`src/rtl/reg_bus_pkg.sv`:
```
// Shared types and helpers for the register-bus transfer arbiter.
// Holds the sequencer state encoding, default sizes and the index-to-one-hot
// decode used for the register output-enable and load vectors.
package reg_bus_pkg;

    localparam int NREQ_DEFAULT = 4;
    localparam int NREG_DEFAULT = 8;

    // Widest register bank the decode helper supports.
    localparam int NREG_MAX = 256;

    typedef enum logic [1:0] {
        IDLE  = 2'd0,
        DRIVE = 2'd1,
        LOAD  = 2'd2
    } state_t;

    // Index to one-hot. An index past the bank width shifts the bit out,
    // so callers that keep only the low NREG bits see an all-zero vector.
    function automatic logic [NREG_MAX-1:0] onehot(input int unsigned idx);
        return {{(NREG_MAX-1){1'b0}}, 1'b1} << idx;
    endfunction

endpackage

```
`src/rtl/rr_arbiter.sv`:
```
// Combinational round-robin picker.
// Scans from ptr+1 upward with wrap-around and returns the first requester
// that is asserted and not masked. Used both from IDLE and, in back-to-back
// builds, from LOAD with the current winner masked out.
module rr_arbiter #(
    parameter int NREQ = 4,
    parameter int PW   = $clog2(NREQ)
) (
    input  logic [NREQ-1:0] req,
    input  logic [PW-1:0]   ptr,
    input  logic [NREQ-1:0] mask,
    output logic            found,
    output logic [PW-1:0]   winner
);

    logic [NREQ-1:0] cand;

    assign cand = req & ~mask;

    // First candidate after the pointer wins; the pointer itself is checked last.
    always_comb begin
        int idx;
        // NOTE: every output gets a value before the loop so no path leaves
        // it unassigned, which would otherwise infer a latch.
        found  = 1'b0;
        winner = '0;
        idx    = 0;
        for (int k = 1; k <= NREQ; k++) begin
            idx = (int'(ptr) + k) % NREQ;
            if (!found && cand[idx[PW-1:0]]) begin
                found  = 1'b1;
                winner = idx[PW-1:0];
            end
        end
    end

endmodule

```
`src/rtl/reg_bus_arbiter.sv`:
```
// Sequencer for transfers between register_oe instances sharing one
// tristate bus. Each transfer takes a DRIVE (bus settle) cycle followed by
// a LOAD cycle; all outputs are decoded from registered state only.
// Optional macro REG_BUS_B2B_EN: LOAD may hand the bus straight to the next
// requester, skipping IDLE.
module reg_bus_arbiter
    import reg_bus_pkg::*;
#(
    parameter int NREQ   = NREQ_DEFAULT,
    parameter int NREG   = NREG_DEFAULT,
    parameter int REG_AW = $clog2(NREG)
) (
    input  logic                   clock,
    input  logic                   reset,
    input  logic [NREQ-1:0]        req,
    input  logic [NREQ*REG_AW-1:0] req_src,
    input  logic [NREQ*REG_AW-1:0] req_dst,
    output logic [NREQ-1:0]        gnt,
    output logic [NREG-1:0]        reg_enable,
    output logic [NREG-1:0]        reg_load,
    output logic                   busy
);

    localparam int PW = $clog2(NREQ);

    state_t            state, state_nxt;
    logic [REG_AW-1:0] src_q, src_nxt;
    logic [REG_AW-1:0] dst_q, dst_nxt;
    logic [PW-1:0]     win_q, win_nxt;
    logic [PW-1:0]     ptr_q, ptr_nxt;

    logic [PW-1:0]     arb_ptr;
    logic [NREQ-1:0]   arb_mask;
    logic              arb_found;
    logic [PW-1:0]     arb_win;
    logic [REG_AW-1:0] arb_src;
    logic [REG_AW-1:0] arb_dst;

    logic [NREG_MAX-1:0] en_wide;
    logic [NREG_MAX-1:0] ld_wide;
    logic                unused_dec;

`ifdef REG_BUS_B2B_EN
    // From LOAD, search after the current winner and skip it, so a different
    // requester takes the next slot without an IDLE gap.
    assign arb_ptr  = (state == LOAD) ? win_q : ptr_q;
    assign arb_mask = (state == LOAD) ? (NREQ'(1) << win_q) : '0;
`else
    assign arb_ptr  = ptr_q;
    assign arb_mask = '0;
`endif

    rr_arbiter #(
        .NREQ (NREQ),
        .PW   (PW)
    ) u_rr (
        .req    (req),
        .ptr    (arb_ptr),
        .mask   (arb_mask),
        .found  (arb_found),
        .winner (arb_win)
    );

    assign arb_src = req_src[int'(arb_win)*REG_AW +: REG_AW];
    assign arb_dst = req_dst[int'(arb_win)*REG_AW +: REG_AW];

    // Decode from the latched indices; out-of-range indices decode to zero.
    assign en_wide    = onehot(32'(src_q));
    assign ld_wide    = onehot(32'(dst_q));
    assign unused_dec = ^{en_wide, ld_wide};

    // State, latched transfer and round-robin pointer.
    always_ff @(posedge clock or posedge reset) begin
        if (reset) begin
            state <= IDLE;
            src_q <= '0;
            dst_q <= '0;
            win_q <= '0;
            ptr_q <= PW'(NREQ - 1);
        end else begin
            // NOTE: non-blocking so every register samples the pre-edge
            // values, independent of statement order.
            state <= state_nxt;
            src_q <= src_nxt;
            dst_q <= dst_nxt;
            win_q <= win_nxt;
            ptr_q <= ptr_nxt;
        end
    end

    // Next-state sequencing and Moore output decode.
    always_comb begin
        state_nxt  = state;
        src_nxt    = src_q;
        dst_nxt    = dst_q;
        win_nxt    = win_q;
        ptr_nxt    = ptr_q;
        gnt        = '0;
        reg_enable = '0;
        reg_load   = '0;
        case (state)
            IDLE: begin
                if (arb_found) begin
                    src_nxt   = arb_src;
                    dst_nxt   = arb_dst;
                    win_nxt   = arb_win;
                    state_nxt = DRIVE;
                end
            end
            DRIVE: begin
                reg_enable = en_wide[NREG-1:0];
                state_nxt  = LOAD;
            end
            LOAD: begin
                reg_enable   = en_wide[NREG-1:0];
                reg_load     = ld_wide[NREG-1:0];
                gnt[win_q]   = 1'b1;
                ptr_nxt      = win_q;
                state_nxt    = IDLE;
`ifdef REG_BUS_B2B_EN
                if (arb_found) begin
                    src_nxt   = arb_src;
                    dst_nxt   = arb_dst;
                    win_nxt   = arb_win;
                    state_nxt = DRIVE;
                end
`endif
            end
            default: state_nxt = IDLE;
        endcase
    end

    assign busy = (state != IDLE);

endmodule

```
`config.mk`:
```
export PLATFORM = sky130hd
export DESIGN_NAME = reg_bus_arbiter
export DESIGN_NICKNAME = d
export VERILOG_FILES = /design/src/rtl/reg_bus_pkg.sv /design/src/rtl/rr_arbiter.sv /design/src/rtl/reg_bus_arbiter.sv
export SDC_FILE = /design/constraint.sdc
export NUM_CORES = 1
export LEC_CHECK = 0
export ABC_CLOCK_PERIOD_IN_PS = 2530
export CAP_MARGIN = 25
export CORE_UTILIZATION = 38
export DETAILED_ROUTE_END_ITERATION = 7
export PLACE_DENSITY = 0.9
export SETUP_SLACK_MARGIN = 0.02
export SLEW_MARGIN = 20
export SYNTH_ARGS = -nofsm -noshare
export SYNTH_HDL_FRONTEND = slang
export SYNTH_HIERARCHICAL = 1
export SYNTH_SLANG_ARGS = --single-unit
```
`constraint.sdc`:
```
create_clock -name clock -period 2.53 [get_ports clock]
set_input_delay 0.759 -clock clock [delete_from_list [all_inputs] [get_ports clock]]
set_output_delay 0.759 -clock clock [all_outputs]
set_load 0.03 [all_outputs]
```
=== Word-level counts from Yosys, hierarchy flattened ===
Cells that the tools add are included.

* Flip-flop bits (word level): 12
* Bits in latches: 0
* RAM bits: 0
* ROM bits: 0
* Input port bits: 30
* Output and inout bits: 21
* Logic and storage cells: 57
* Memories: 0

* Add/subtract/negate cells: 4
* Multiply operators: 1
* Divide/modulo/power cells: 0
* $lt $le $gt $ge: 6
* Eq/ne operators: 3
* Shifts and indexed selects: 4
* Mux-type cells: 23
* Bitwise operators: 0
* Reduce and logical (&&, ||, !) cells: 11

{| class="wikitable"
|+ Operators with widths
! cell !! count
|-
| indexed part select 12 x 32 -> 3 bit || 1
|-
| two-way mux 8 bit || 2
|-
| << shifter 1 x 3 -> 8 bit, first input constant || 2
|-
| less-than comparator 2 x 3 -> 1 bit, second input constant || 5
|-
| indexed part select 12 x 5 -> 3 bit || 1
|-
| two-way mux 2 bit || 5
|-
| two-way mux 1 bit || 9
|-
| binary-select mux 1 bit (select 2 bit) || 4
|-
| adder 2 x 1 -> 2 bit, second input constant || 2
|-
| adder 2 bit, second input constant || 2
|-
| logical AND 1 bit || 4
|-
| multiplier 2 x 2 -> 4 bit, second input constant || 1
|-
| two-way mux 4 bit || 1
|-
| one-hot mux 2 bit (2 select lines) || 1
|-
| logical NOT 1 bit || 3
|-
| demux 1 bit (select 2 bit) || 1
|-
| == test 2 x 1 -> 1 bit, second input constant || 1
|-
| == test 2 bit, second input constant || 1
|-
| >= comparator 2 x 1 -> 1 bit, second input constant || 1
|-
| logical NOT 2 bit || 1
|-
| inequality test 2 bit, second input constant || 1
|-
| AND reduction 2 bit || 1
|-
| nonzero test 2 bit || 1
|-
| OR reduction 2 bit || 1
|}

=== Logic depth before layout (Yosys ltp) ===
Gate-level depths: netlist of the first run.

* Depth in word-level cells: 15
* Depth in mapped cells: 6
* Gate-level depth less buffers: 5

=== Cells and area by module ===
The synthesis of the first run kept the hierarchy.

{| class="wikitable"
|+ Modules (own cells, without submodules)
! module !! times used !! cells each !! area each (µm²) !! sequential area each (µm²)
|-
| reg_bus_arbiter || 1 || 75 || 812.0 || 302.8
|-
| rr_arbiter || 1 || 17 || 126.4 || 0.0
|}

=== Worst setup path before layout of the first run ===
Ideal clock, no wire load.

* Path kind: input-to-reg
* Start: input port req[1]
* End: register dst_q[0]
* Setup time: 0.125 ns
* Data arrival time: 2.206 ns
* Data required time: 2.405 ns
* Slack: 0.199 ns
* Cell stages on the path: 6
* Path buffers: 1
* Path through: or3b_1 a21oi_1 a221o_2 buf_6 mux4_2 mux2_2

* Word-level cells in the longest chain between the ends: 14
* Elaborated cells on any way between the ends: 25
* Classes of those cells: mul: 1; shift: 1; mux: 16; reduce/logical: 7

{| class="wikitable"
|+ Ends and longest elaborated chain
! element !! RTL line !! RTL
|-
| start: declaration || reg_bus_arbiter.sv:15 || <nowiki>input logic [NREQ-1:0] req,</nowiki>
|-
| binary-select mux 1 bit (select 2 bit) || rr_arbiter.sv:30 || <nowiki>if (!found && cand[idx[PW-1:0]]) begin</nowiki>
|-
| two-way mux 1 bit (not written as such) || rr_arbiter.sv:30 ||
|-
| two-way mux 1 bit || rr_arbiter.sv:30 ||
|-
| logical NOT 1 bit || rr_arbiter.sv:30 ||
|-
| logical AND 1 bit || rr_arbiter.sv:30 ||
|-
| two-way mux 1 bit || rr_arbiter.sv:30 ||
|-
| logical NOT 1 bit || rr_arbiter.sv:30 ||
|-
| logical AND 1 bit || rr_arbiter.sv:30 ||
|-
| two-way mux 1 bit || rr_arbiter.sv:30 ||
|-
| logical NOT 1 bit || rr_arbiter.sv:30 ||
|-
| logical AND 1 bit || rr_arbiter.sv:30 ||
|-
| two-way mux 2 bit (*) || rr_arbiter.sv:30 ||
|-
| net arb_win[0] || reg_bus_arbiter.sv:35 || <nowiki>logic [PW-1:0] arb_win;</nowiki>
|-
| multiplier 2 x 2 -> 4 bit (*) || reg_bus_arbiter.sv:65 || <nowiki>assign arb_dst = req_dst[int'(arb_win)*REG_AW +: REG_AW];</nowiki>
|-
| indexed part select 12 x 5 -> 3 bit (*) || reg_bus_arbiter.sv:65 ||
|-
| end signal: assignment || reg_bus_arbiter.sv:85 || <nowiki>dst_q <= dst_nxt;</nowiki>
|-
| end: declaration || reg_bus_arbiter.sv:28 || <nowiki>logic [REG_AW-1:0] dst_q, dst_nxt;</nowiki>
|}

The timed path passes the listed nets; every way through them passes the cells marked *. The select of a mux whose other input is x is not followed.
A chain may end at the register's enable or synchronous reset.

=== Worst setup path after layout of the first run ===
* Start: register state[0]
* End: output port reg_load[1]

* Word-level cells in the longest chain between the ends: 2

{| class="wikitable"
|+ Ends and longest elaborated chain
! element !! RTL line !! RTL
|-
| start: declaration || reg_bus_arbiter.sv:26 || <nowiki>state_t state, state_nxt;</nowiki>
|-
| start signal: assignment || reg_bus_arbiter.sv:83 || <nowiki>state <= state_nxt;</nowiki>
|-
| == test 2 bit || reg_bus_arbiter.sv:101 || <nowiki>case (state)</nowiki>
|-
| two-way mux 8 bit || reg_bus_arbiter.sv:101 ||
|-
| end: declaration || reg_bus_arbiter.sv:20 || <nowiki>output logic [NREG-1:0] reg_load,</nowiki>
|}

Every way passes these cells.

==> reports/metrics.cfg, run 1 <==
[critical_path]
slowest_stage = dfrtp_1
r2r_cells = 5
crit_chain = inv_1 > ha_2 > nand2b_1 > nor2_1 > clkdlybuf4s15_2
start_kind = register
arrival_ps = 1640
worstSetupPathType = reg2out
worst-r2r-setup-slack_ps = 410
critical_path_required_ps = 1770
reg2reg_from = arb_ptr[1]
cp_slowest_stage_delay_ps = 400
endpoint_kind = output pin
path_max_fanout = 8
reg2reg_to = src_q[0]

[synth]
synth.most_common_cell = nor2_1
yosysTopAreaCellShare = 0.267
synthTopCellsByArea = dfrtp_1, mux4_2, mux2_2, nand2b_1, dfstp_2
yosysSeqAreaShare = 0.323
synth_warnings = 6
ys_top_cells_by_count = nor2_1, mux2_2, dfrtp_1, nand2b_1
synth_largest_area_cell = dfrtp_1
ys_ff_latch = 12
syn_inst = 92
async_reset_ff_frac = 1.00
syn_area_per_cell_sq_um = 10.2
yosys_most_used_dff = dfrtp_1
synth_edf_count = 0
syn-cell-area_sq_um = 938
yosysUniqueCellTypes = 27

[sta]
slew_violations = 0
setup_violations = 0
finalHoldViolations = 0
fin_crit_ps = 2400
tns_ps = 0
fin_skew_ps = 4.32
clock.fmax_mhz = 416
rsz0062_at_grt = false
finalCritPeriodShare = 0.950

[global_route]
grt.overflow.total = 0
grt_max_degree = 13
grt_usage = 0.200
grt_pass1_wl_um = 3910
antenna_found_initial = 0
grt_pass1_vias = 917

[final_layout]
drive_gt1_frac = 0.290
n_antenna_cell = 0
final_cells = 183
nNetsFinal = 190
syn2layout_area_growth_pct = 63.3

[worst_hold_path]
holdPathStages = 2
hold_path_class = reg2reg
hold_path_end = arb_ptr[0]
worstHoldStart = arb_ptr[0]

[pwr]
p_int_uw = 741
p_sw_frac = 0.444
p_clk_frac = 0.094
p_total_uw = 1330
seq_power_share = 0.306
leakage_uw = 0.000695
peakVddDrop_mv = 0.574
combPwrFrac = 0.600
power.density_mw_per_mm2 = 870
p_sw_uw = 592

[detailed_routing]
drtIter0Drc = 16
avgViaCountPerCell = 5.16
wl_per_cell_um = 13.4
drc = 0
vias = 944
firstDrtPassIters = 4
routed_wl_um = 2460
ant_nets = 0

[cts]
hold_buffers = 0
cts_tree = done
cts_buffers = 3
cts_max_level = 1
cts-root-buf = clkbuf_4
insertion_delay_ps = 270
cts_num_sinks = 12
cts_buffer_depth = 2
clkSlewWorstSetupHoldPaths_ps = 70

[placed_design]
gp_congestion = 0.778
port_buffers = 50
dpl.hpwl_um = 2060
placed_cells = 179

[die]
core_sq_mm = 0.00228
num_rows = 17
dieArea_sq_mm = 0.00267
die_w_um = 51.7
dieHeight_um = 51.7
start_util = 0.412
num_io_pins = 51

[outcome]
status = complete, no violations

[run]
drv_cap = 0

-- critical path, delay by kind of cell (launching register included) --
kind,cells,cell delay (ps)
adders and majority gates,1,270
buffers and inverters,2,420
DFF,1,400
and+or+nand+nor,2,290
-- through the flow --
step	worst slack [ps]	cell area (sq um)	util	hold WS (ps)
floorplan	199	965	-	478
global placement	-378	1510	0.664	496
detailed placement	-433	1510	0.664	503
CTS	37.2	1540	0.675	514
global route	21.5	1530	0.673	538
finish	127	1530	0.673	515
-- worst max path at each step --
stage / slack [ps] / start / cells past startpoint / endpoint
floorplan: 200 / req[1] / 6 / dst_q[0]
global placement: -380 / req[1] / 6 / src_q[1]
detailed placement: -430 / req[1] / 6 / src_q[0]
CTS: 40 / state[0] / 5 / reg_load[5]
global route: 20 / state[1] / 5 / reg_enable[2]
finish: 130 / state[0] / 5 / reg_load[1]
-- layer usage --
layer / track usage / wire, um / vias to the layer above
li1: - / - / 443
met1: 0.194 / 892 / 463
met2: 0.407 / 1420 / 32
met3: 0.0351 / 105 / 6
met4: 0.0766 / 46 / 0
met5: 0 / 0 / -
-- repair_timing --
action | in CTS | in global routing
pin swaps | 3 | 2
gates resized for setup | 34 | 19
gates cloned | 0 | 0
endpoints found under the setup margin | 24 | 27
setup buffers | 0 | 0
-- power groups by stage --
| stage | clock [uW] | sequential [uW] | combinational (uW) |
|---|---|---|---|
| after floorplan | 0 | 379 | 579 |
| after detailed placement | 0 | 408 | 833 |
| final | 125 | 408 | 800 |
| after CTS | 131 | 404 | 802 |
| after global routing | 141 | 430 | 871 |
| after global placement | 0 | 397 | 797 |
-- cells in the final DEF, fill, tap and decap left out, drive strengths merged, types with 5 or more instances in the layout --
cell and count:
conb 8, clkdlybuf4s15 9, mux2 11, buf 6
dfrtp 10, nand2b 11, clkbuf 9, mux4 6
nand2 6, dlygate4sd2 6, inv 5, nor2 14
clkdlybuf4s50 26
-- sequential cells by signal, summed over array words and instances (netlist names) --
register / count
arb_ptr: 2
dst_q: 3
src_q: 3
state: 2
win_q: 2
-- cell families after synthesis --
group           count (synthesis)  synth area share
flops                          12             0.323
buf+inv                         7            0.0360
other cells                     1           0.00400
compound gates                  6            0.0493
mux                            17             0.276
fa+ha+maj                       4            0.0533
simple gates                   45             0.259
-- final cells by class --
class                   count  area (sq um)
fillers                   183           743
well taps                  28          35.0
clock buffers               4          26.3
flip-flops and latches     12           303
repair buffers             54           504
inverters                   5          18.8
multi-input cells          80           646
(Power assumes the default switching activity.)
==> run 2, diff against run 1 <==
--- a/config.mk
+++ b/config.mk
@@ -9,7 +9,7 @@
 export CAP_MARGIN = 25
 export CORE_UTILIZATION = 38
 export DETAILED_ROUTE_END_ITERATION = 7
-export PLACE_DENSITY = 0.9
+export PLACE_DENSITY = 0.79
 export SETUP_SLACK_MARGIN = 0.02
 export SLEW_MARGIN = 20
 export SYNTH_ARGS = -nofsm -noshare
==> run 2 against run 1 <==
Net effect: register-to-register slack got worse by 20 ps; clock skew down 2.3 ps; die area stayed put; total power increased by 3.1%; combinational power is 0.6% higher; utilization up 0.38 points; wire length rose by 2.4%; highest routed layer unchanged; largest power group unchanged; clock power up 25%; maximum frequency shrank 0.49%; global-route usage rose by 2.1 points; first-iteration DRC count rose by 13%; via count down 2.6%.
==> reports/metrics.cfg, run 2 (synthesis results as in run 1) <==
[outcome]
status = complete, no violations

[cts]
cts-root-buf = clkbuf_4
clkSlewWorstSetupHoldPaths_ps = 80  ; about the same
cts_num_sinks = 12  ; unchanged
cts_max_level = 1  ; unchanged
cts_buffer_depth = 2  ; unchanged
cts_tree = done
insertion_delay_ps = 270  ; about the same
cts_buffers = 3  ; unchanged
hold_buffers = 0  ; unchanged

[final_layout]
largest_registers = dst_q (3), src_q (3)
final_cells = 185  ; +1.1%
final_cell_mix = clkdlybuf4s50_1, nor2_1, buf_4
syn2layout_area_growth_pct = 64.3
drive_gt1_frac = 0.325  ; +0.0345
n_antenna_cell = 0  ; unchanged
nNetsFinal = 192  ; +1.1%
final_common_cell = clkdlybuf4s50_1

[sta]
finalHoldViolations = 0  ; unchanged
clock.fmax_mhz = 414  ; -0.49%
fin_skew_ps = 2.05  ; -2.27 ps
slew_violations = 0  ; unchanged
fin_crit_ps = 2410  ; +11.7 ps
holdWs_ps = 515  ; -0.0180 ps
tns_ps = 0  ; unchanged
finalCritPeriodShare = 0.954  ; +0.00464
rsz0062_at_grt = false
setup_violations = 0  ; unchanged
layout_setup_ws_ps = 115  ; -11.7 ps

[global_route]
grt_max_degree = 13  ; unchanged
grt_pass1_wl_um = 4210  ; +7.6%
antenna_found_initial = 0  ; unchanged
grt_pass1_vias = 973  ; +6.1%
grt_usage = 0.221  ; +0.0205
grt.overflow.total = 0  ; unchanged

[pwr]
p_sw_uw = 604  ; +1.9%
seq_power_share = 0.301  ; -0.005
leakage_uw = 0.000736  ; +5.9%
p_clk_frac = 0.113  ; +0.019
p_int_uw = 770  ; +4.0%
peakVddDrop_mv = 0.548  ; -4.6%
power.density_mw_per_mm2 = 891  ; +2.5%
p_sw_frac = 0.440  ; -0.00487
combPwrFrac = 0.586  ; -0.014

[die]
core_sq_mm = 0.00228  ; unchanged
die_w_um = 51.7  ; unchanged
dieArea_sq_mm = 0.00267  ; unchanged
num_rows = 17  ; unchanged
dieHeight_um = 51.7  ; unchanged
num_io_pins = 51  ; unchanged
start_util = 0.412  ; unchanged

[placed_design]
gp_congestion = 0.821  ; +5.5%
dpl.hpwl_um = 2080  ; +1.0%
port_buffers = 50  ; unchanged
placed_cells = 180  ; +0.56%
post-place-ws_ps = -413  ; +20.1 ps

[critical_path]
path_max_fanout = 7  ; -1
critical_path_required_ps = 2690  ; +920 ps
worst-r2r-setup-slack_ps = 390  ; -20 ps
start_kind = input pin
arrival_ps = 2580  ; +940 ps
worstSetupPathType = in2reg
endpoint_kind = register

[detailed_routing]
drc = 0  ; unchanged
firstDrtPassIters = 4  ; unchanged
routed_wl_um = 2520  ; +2.4%
wl_per_cell_um = 13.6  ; +1.3%
drtIter0Drc = 18  ; +2
ant_nets = 0  ; unchanged
vias = 919  ; -2.6%
avgViaCountPerCell = 4.97  ; -3.7%

[run]
drv_cap = 0  ; unchanged

[worst_hold_path]
hold_path_class = reg2reg

## run 2: cell count changes in the layout (fill, tap and decap cells not counted), sizes merged
cell and delta:
buf +8, clkbuf +1, clkdlybuf4s15 -9, dlygate4sd2 +2
## run 2: final timing paths
kind | start | end | cells after the start
max in group asynchronous | reset | arb_ptr[0] | 2
setup reg to reg | arb_ptr[1] | src_q[2] | 5
min in group asynchronous | reset | state[0] | 2
hold reg to reg | arb_ptr[0] | arb_ptr[0] | 2
hold / removal | arb_ptr[0] | arb_ptr[0] | 2
setup / recovery | req[1] | src_q[2] | 6
## run 2: critical path, stage by stage
cell           delay (ps)
dlygate4sd2_1         210
or3b_1                360
a21oi_1               160
a221o_2               270
mux4_2                540
mux2_4                280
## run 2: repair_timing
| item | CTS | global route |
|---|---|---|
| gates resized for setup | 17 | 20 |
| pin swaps | 2 | 2 |
| setup endpoints to repair | 18 | 16 |
| buffers inserted | 1 | 0 |
## run 2: power groups by stage
stage / combinational [uW] / sequential [uW] / clock, uW
2_1_floorplan: 579 / 379 / 0
3_3_place_gp: 810 / 405 / 0
3_5_place_dp: 837 / 412 / 0
4_1_cts: 814 / 409 / 158
5_1_grt: 877 / 434 / 165
6_report: 805 / 413 / 156
## run 2: layout make-up
| cell class | count | area, sq um |
|---|---|---|
| Sequential cell | 12 | 303 |
| Clock buffer | 4 | 36.3 |
| Timing Repair Buffer | 56 | 490 |
| Inverter | 5 | 18.8 |
| Fill cell | 192 | 734 |
| Tap cell | 28 | 35.0 |
| Multi-Input combinational cell | 80 | 658 |
## run 2: routing by layer
| layer | track usage | vias to the layer above | part of all wire |
|---|---|---|---|
| li1 | - | 453 | - |
| met1 | 0.265 | 429 | 0.39 |
| met2 | 0.385 | 33 | 0.54 |
| met3 | 0.0263 | 4 | 0.049 |
| met4 | 0.113 | 0 | 0.017 |
| met5 | 0 | - | 0 |
## run 2: stage by stage
stage,total power [uW],area (sq um),utilization
2_1_floorplan,958,965,-
3_3_place_gp,1210,1500,0.660
3_5_place_dp,1250,1500,0.660
4_1_cts,1380,1540,0.677
5_1_grt,1480,1540,0.677
6_report,1370,1540,0.677
